===== src/rtl/uart_rx_parity.sv =====
// 8E1 UART receiver: 2-FF synchronized line, mid-bit sampling,
// one-cycle valid strobe with parity and framing error flags.
module uart_rx_parity #(
    parameter int CLK_FREQ  = 50_000_000,
    parameter int BAUD_RATE = 115_200
) (
    input  logic       clk,
    input  logic       rst,
    input  logic       serial_in,
    output logic [7:0] data_out,
    output logic       data_valid,
    output logic       parity_err,
    output logic       frame_err,
    output logic       busy
);

    localparam int CLKS_PER_BIT = CLK_FREQ / BAUD_RATE;
    localparam int CW = $clog2(CLKS_PER_BIT);
    localparam logic [CW-1:0] C_FULL = CW'(CLKS_PER_BIT - 1);
    localparam logic [CW-1:0] C_HALF = CW'(CLKS_PER_BIT / 2 - 1);

    typedef enum logic [2:0] {
        RX_IDLE,
        RX_START,
        RX_DATA,
        RX_PARITY,
        RX_STOP
    } state_t;

    state_t        r_state;
    state_t        w_state_nxt;
    logic          r_sync1;
    logic          r_sync2;
    logic          r_prev;
    logic [CW-1:0] r_clk_ctr;
    logic [CW-1:0] w_ctr_nxt;
    logic [2:0]    r_bit_idx;
    logic [2:0]    w_idx_nxt;
    logic [7:0]    r_shift;
    logic [7:0]    w_shift_nxt;
    logic          r_par_acc;
    logic          w_par_nxt;
    logic          r_par_bad;
    logic          w_parbad_nxt;
    logic [7:0]    r_data;
    logic [7:0]    w_data_nxt;
    logic          r_valid;
    logic          w_valid_nxt;
    logic          r_perr;
    logic          w_perr_nxt;
    logic          r_ferr;
    logic          w_ferr_nxt;
    logic          w_rx_s;
    logic          w_fall;
    logic          w_full;

    assign w_rx_s = r_sync2;
    // Edge needs a high before the low, so a held-low line after a
    // framing error cannot re-trigger until it has returned to idle.
    assign w_fall = r_prev & ~w_rx_s;
    assign w_full = (r_clk_ctr == C_FULL);

    always_comb begin
        w_state_nxt  = r_state;
        w_ctr_nxt    = r_clk_ctr + CW'(1);
        w_idx_nxt    = r_bit_idx;
        w_shift_nxt  = r_shift;
        w_par_nxt    = r_par_acc;
        w_parbad_nxt = r_par_bad;
        w_data_nxt   = r_data;
        w_valid_nxt  = 1'b0;
        w_perr_nxt   = r_perr;
        w_ferr_nxt   = r_ferr;
        unique case (r_state)
            RX_IDLE: begin
                w_ctr_nxt = '0;
                w_idx_nxt = '0;
                if (w_fall) begin
                    w_state_nxt = RX_START;
                    w_par_nxt   = 1'b0;
                end
            end
            RX_START: begin
                if (r_clk_ctr == C_HALF) begin
                    w_ctr_nxt   = '0;
                    w_state_nxt = w_rx_s ? RX_IDLE : RX_DATA;
                end
            end
            RX_DATA: begin
                if (w_full) begin
                    w_shift_nxt[r_bit_idx] = w_rx_s;
                    w_par_nxt = r_par_acc ^ w_rx_s;
                    w_ctr_nxt = '0;
                    if (r_bit_idx == 3'd7) begin
                        w_state_nxt = RX_PARITY;
                    end else begin
                        w_idx_nxt = r_bit_idx + 3'd1;
                    end
                end
            end
            RX_PARITY: begin
                if (w_full) begin
                    w_parbad_nxt = r_par_acc ^ w_rx_s;
                    w_ctr_nxt    = '0;
                    w_state_nxt  = RX_STOP;
                end
            end
            RX_STOP: begin
                if (w_full) begin
                    w_data_nxt  = r_shift;
                    w_valid_nxt = 1'b1;
                    w_perr_nxt  = r_par_bad;
                    w_ferr_nxt  = ~w_rx_s;
                    w_ctr_nxt   = '0;
                    w_state_nxt = RX_IDLE;
                end
            end
            default: begin
                w_ctr_nxt   = '0;
                w_state_nxt = RX_IDLE;
            end
        endcase
    end

    always_ff @(posedge clk or negedge rst) begin
        if (!rst) begin
            r_state   <= RX_IDLE;
            r_sync1   <= 1'b1;
            r_sync2   <= 1'b1;
            r_prev    <= 1'b1;
            r_clk_ctr <= '0;
            r_bit_idx <= '0;
            r_shift   <= '0;
            r_par_acc <= 1'b0;
            r_par_bad <= 1'b0;
            r_data    <= '0;
            r_valid   <= 1'b0;
            r_perr    <= 1'b0;
            r_ferr    <= 1'b0;
        end else begin
            r_state   <= w_state_nxt;
            r_sync1   <= serial_in;
            r_sync2   <= r_sync1;
            r_prev    <= r_sync2;
            r_clk_ctr <= w_ctr_nxt;
            r_bit_idx <= w_idx_nxt;
            r_shift   <= w_shift_nxt;
            r_par_acc <= w_par_nxt;
            r_par_bad <= w_parbad_nxt;
            r_data    <= w_data_nxt;
            r_valid   <= w_valid_nxt;
            r_perr    <= w_perr_nxt;
            r_ferr    <= w_ferr_nxt;
        end
    end

    assign data_out   = r_data;
    assign data_valid = r_valid;
    assign parity_err = r_perr;
    assign frame_err  = r_ferr;
    assign busy       = (r_state != RX_IDLE);

endmodule


===== config.mk =====
export PLATFORM = sky130hd
export DESIGN_NAME = uart_rx_parity
export DESIGN_NICKNAME = d
export VERILOG_FILES = /design/src/rtl/uart_rx_parity.sv
export SDC_FILE = /design/constraint.sdc
export NUM_CORES = 1
export LEC_CHECK = 0
export CORE_MARGIN = 5
export CORE_UTILIZATION = 38
export CTS_CLUSTER_SIZE = 16
export DETAILED_ROUTE_END_ITERATION = 16
export PLACE_DENSITY = 0.69
export SYNTH_ARGS = -nofsm -noshare
export SYNTH_HDL_FRONTEND = slang
export SYNTH_SLANG_ARGS = --single-unit
export TNS_END_PERCENT = 100

===== constraint.sdc =====
create_clock -name clk -period 1.7 [get_ports clk]
set_input_delay 0.425 -clock clk [delete_from_list [all_inputs] [get_ports clk]]
set_output_delay 0.425 -clock clk [all_outputs]
set_load 0.005 [all_outputs]

Yosys cells after proc, flatten, opt, wreduce, memory -nomap -nowiden
Cells that the tools add are included.
- register bits after elaboration: 39
- bits in latches: 0
- RAM bits: 0
- ROM bits: 0
- input port bits: 3
- output and inout port bits: 12
- logic and storage cells: 67
- memories kept: 0
- add/subtract/negate cells: 2
- $mul: 0
- divide/modulo/power cells: 0
- order comparisons: 2
- eq/ne operators: 14
- shift-type cells: 0
- multiplexer cells: 22
- bitwise operators: 3
- reduce and logical (&&, ||, !) cells: 11
- operators with widths (cell ; count):
    $mux 3 ; 8
    $mux 9 ; 2
    $pmux 9 s2 ; 1
    $pmux 3 s5 ; 1
    $ne 2x2->1 const B ; 7
    $add 9x1->9 const B ; 1
    $eq 9x8->1 const B ; 1
    $eq 9x9->1 const B ; 1
    $bwmux 8 ; 1
    $eq 3x2->1 const B ; 2
    $eq 3x3->1 const B ; 2
    $pmux 3 s2 ; 1
    $reduce_and 2->1 ; 3
    $reduce_and 3->1 ; 2
    $reduce_and 6->1 ; 1
    $mux 1 ; 5
    $lt 3x4->1 const B ; 1
    $add 3x1->3 const B ; 1
    $demux 1 s3 ; 1
    $eq 3x1->1 const B ; 1
    $ge 3x1->1 const B ; 1
    $logic_not 3->1 ; 1
    $reduce_bool 3->1 ; 1
    $reduce_or 3->1 ; 1
    7 further kinds ; 7

Longest topological paths before layout
- depth after elaboration: 5
- gate-level depth with buffers: 8

Worst setup path after synthesis
OpenSTA, ideal clock, no wires.
- path kind: register -> register
- from: reg r_clk_ctr[0]
- to: reg r_shift[2]
- arrival: 1604 ps
- path slack: -29 ps
- stages on the path, launching flop included: 7
- buffers on the path: 1
- cells stage by stage: dfrtp_1 ha_1 and4bb_2 and2_4 buf_6 and4b_1 mux2_4
- longest elaborated chain between the ends: 2
- RTL lines (what ; line ; source):
    start, declared ; 35 ; logic [CW-1:0] r_clk_ctr;
    start signal, assigned ; 145 ; r_clk_ctr <= w_ctr_nxt;
    $eq 9x9->1 ; 61 ; assign w_full = (r_clk_ctr == C_FULL);
    $reduce_and 2->1 (no line) ; n/a ;
    end signal, assigned ; 147 ; r_shift <= w_shift_nxt;
    end, declared ; 39 ; logic [7:0] r_shift;
Every way passes these cells.
A chain may end at the register's enable or synchronous reset.

Worst setup path after layout
- from: reg r_clk_ctr[1]
- to: reg r_par_bad
- longest elaborated chain between the ends: 2
- RTL lines (what ; line ; source):
    $eq 9x9->1 ; 61 ;
    $reduce_and 2->1 (no line) ; n/a ;
    end signal, assigned ; 149 ; r_par_bad <= w_parbad_nxt;
    end, declared ; 43 ; logic r_par_bad;
Every way passes these cells.

==> run_results.csv <==
group,metric,value,unit
floorplanning,floorplan.rows,25,
synth,synthTopCellsByArea,"dfrtp_1 48%, mux2_2 9.1%, dfstp_2 4.2%",
global_routing,grt_max_degree,22,
timing,finalClockSkew,3.98,ps
power,power_density,871,nW/um2
finish,nets,210,
clock_tree,cts_buffers,5,
drt,vias,1329,
placement,dp_cells,255,
drt,initialDrtViolationCount,63,
synth,syn_avg_cell_area,11.5,um2
setup_path,crit_path_end,"r_par_bad",
timing,worst_slew_pin_slew,443,ps
timing,setup_ws,-33.1,ps
finish,fin_area,2420,um2
clock_tree,h-tree-depth,2,
global_routing,grt_pass1_vias,1267,
timing,hold_viol,0,
synth,async_flop_share,100,%
timing,max_slew_margin,70.4,%
setup_path,r2r_setup_slack,-30,ps
setup_path,worstSetupPathDepth,6,
timing,period_share,102,%
finish,utilization,51.2,%
finish,diodes,0,
finish,synthToLayoutAreaGrowth,30.1,%
placement,pre_cts_slack,-45.8,ps
setup_path,r2r_cells,6,
placement,hpwl,2470,um
floorplanning,chipWidth,80.0,um
synth,synth_top_area_cell,"dfrtp_1",
global_routing,grt_pass1_wl,5930,um
placement,post_dp_cell_area,2200,um2
timing,hold_ws,69.0,ps
drt,wl,3540,um
finish,regArea,980,um2
timing,rsz0062_at_grt,"yes",
synth,synth-seq-cells,39,
setup_path,cp-start-kind,"register",
power,p_total,2.11,mW
floorplanning,die_area,6390,um2
setup_path,r2r_end,"r_par_bad",
synth,synth_cell_type_count,43,
synth,synth_common_cells,"36 x dfrtp_1, 15 x mux2_2, 12 x nand2_1, 12 x nor2_1, 7 x nand3_1",
timing,finalMaxSlewViolations,0,
job,drv_cap,0,
clock_tree,cts.sinks,39,
clock_tree,cts_tree,"yes",
setup_path,path_cells,"inv_2 -> ha_4 -> and4bb_2 -> nand2_4 -> or3_4 -> mux2_4",
floorplanning,initial_core_util,39.4,%
clock_tree,clk_path_buf_depth,2,
drt,drc,0,
setup_path,required,1880,ps
drt,antenna_left,0,
synth,yosysWarnings,0,
synth,synth_flop_cell,"dfrtp_1",
setup_path,crit_fanout,4,
clock_tree,clkLatencyLatePin,290,ps
setup_path,r2r_start,"r_clk_ctr[1]",
floorplanning,die-height,80.0,um
timing,setup_viol,2,
setup_path,cp_num_buf_inv,1,
setup_path,cp_slowest_cell,"dfrtp_1",
synth,syn-cell-area,1860,um2
finish,multi_input_area,877,um2
worst_hold_path,hold_class,"input pin to asynchronous set/reset pin",
setup_path,slowest_delay,400,ps
outcome,outcome,"finished with violations",
synth,syn_nets,169,
synth,netlist_instances,161,
clock_tree,root_buffer,"clkbuf_8",
floorplanning,core_area,4720,um2
setup_path,end_kind,"register",
floorplanning,ios,15,
global_routing,antenna_found_initial,0,
finish,num-fill-cells,422,
outcome,failed_checks,"setup timing",
timing,setup-tns-final,-53.3,ps
synth,yosysMostFrequentCell,"dfrtp_1",
drt,drt-vias-per-instance,4.92,
setup_path,critPathLaunch,"r_clk_ctr[1]",
drt,wire_per_inst,13.1,um
drt,dr.pass1.iters,4,
timing,fmax,0.577,GHz
power,p_leak,1.12,nW
finish,fin_cells,270,
finish,drive_above_1_share,37.4,%
synth,synth_edf_count,0,
setup_path,cp_top_family,"simple AND/OR/NAND/NOR gates",
placement,place.gp.congestion,0.840,
clock_tree,clkTransAtPathRegs,80,ps
setup_path,cp.arrival,1910,ps
power,irDropWorstVdd,0.445,mV
global_routing,grt.overflow.total,0,
global_routing,grt_usage,11.8,%
placement,io_buffers,14,
synth,synth_top_area_share,48.5,%
synth,ys_seq_area_share,52.7,%
timing,period_needed,1730,ps
setup_path,crit_type,"register to register",
-- routing by layer --
metal / global-route usage (%) / vias to the layer above / wire length (um)
met1: 15.8 / 643 / 1750
met2: 18.1 / 22 / 1650
met3: 3.50 / 0 / 135
met5: 0 / - / 0
met4: 4.22 / 0 / 0
li1: - / 664 / -
-- worst reg2reg max path, cell delays in order (launching register included) --
cell	delay (ps)
dfrtp_1	400
inv_2	80
ha_4	120
and4bb_2	300
nand2_4	80
or3_4	350
mux2_4	300
-- flip-flops by register name, summed over array words and instances (netlist names) --
signal	count
parity_err	1
data_out	8
r_par_acc	1
r_state	3
r_par_bad	1
r_bit_idx	3
r_sync2	1
r_clk_ctr	9
r_sync1	1
r_prev	1
data_valid	1
r_shift	8
frame_err	1
-- logic make-up (layout without fill, tap and decap cells) --
family                     Yosys count  in the layout  synth area share (%)
muxes                               17             17                  10.7
AOI/OAI and AO/OA                   21             21                  8.01
xor gates and xnor gates             8              8                  3.77
buffers and inverters               15             57                  4.10
DFF                                 39             39                  52.7
and+or+nand+nor                     56             56                  17.4
adders and majority gates            5              5                  3.36
-- area by class of cell --
class                      instances  share of cell area [%]
sequential                        39                    40.5
multi-input combinational        107                    36.2
timing repair buffer              43                    15.2
tap                               67                    3.46
clock buffer                       5                    2.84
inverter                           6                   0.931
clock inverter                     3                   0.827
-- worst min-delay path by stage --
| stage | startpoint | endpoint | slack (ps) |
|---|---|---|---|
| global route | rst | parity_err | 90 |
| global placement | r_sync1 | r_sync2 | 350 |
| detailed placement | r_sync1 | r_sync2 | 350 |
| finish | rst | parity_err | 70 |
| CTS | rst | parity_err | 80 |
| floorplan | rst | data_out[0] | 130 |
-- cells in the final DEF (no fill, tap or decap), drive strengths merged, types with 3 or more instances in the layout --
cell,n
a31oi,4
buf,30
clkbuf,5
clkdlybuf4s50,12
dfrtp,36
dfstp,3
ha,5
inv,6
mux2,17
nand2,13
nand3,7
nand3b,3
nor2,12
nor3,6
o211ai,5
o21ai,5
xnor2,5
xor2,3
-- power breakdown --
group | total [mW] | internal, mW | switching, mW
Sequential | 1.05 | 0.994 | 0.0592
Combinational | 0.438 | 0.236 | 0.202
Clock | 0.616 | 0.285 | 0.331
-- what timing repair did --
item	CTS	global route
pin swaps	1	3
endpoints found under the setup margin	5	29
cloned	0	0
hold buffers	0	0
gates resized for setup	4	13
setup buffers	5	2
Note: power is estimated with default switching activity, not from simulation.
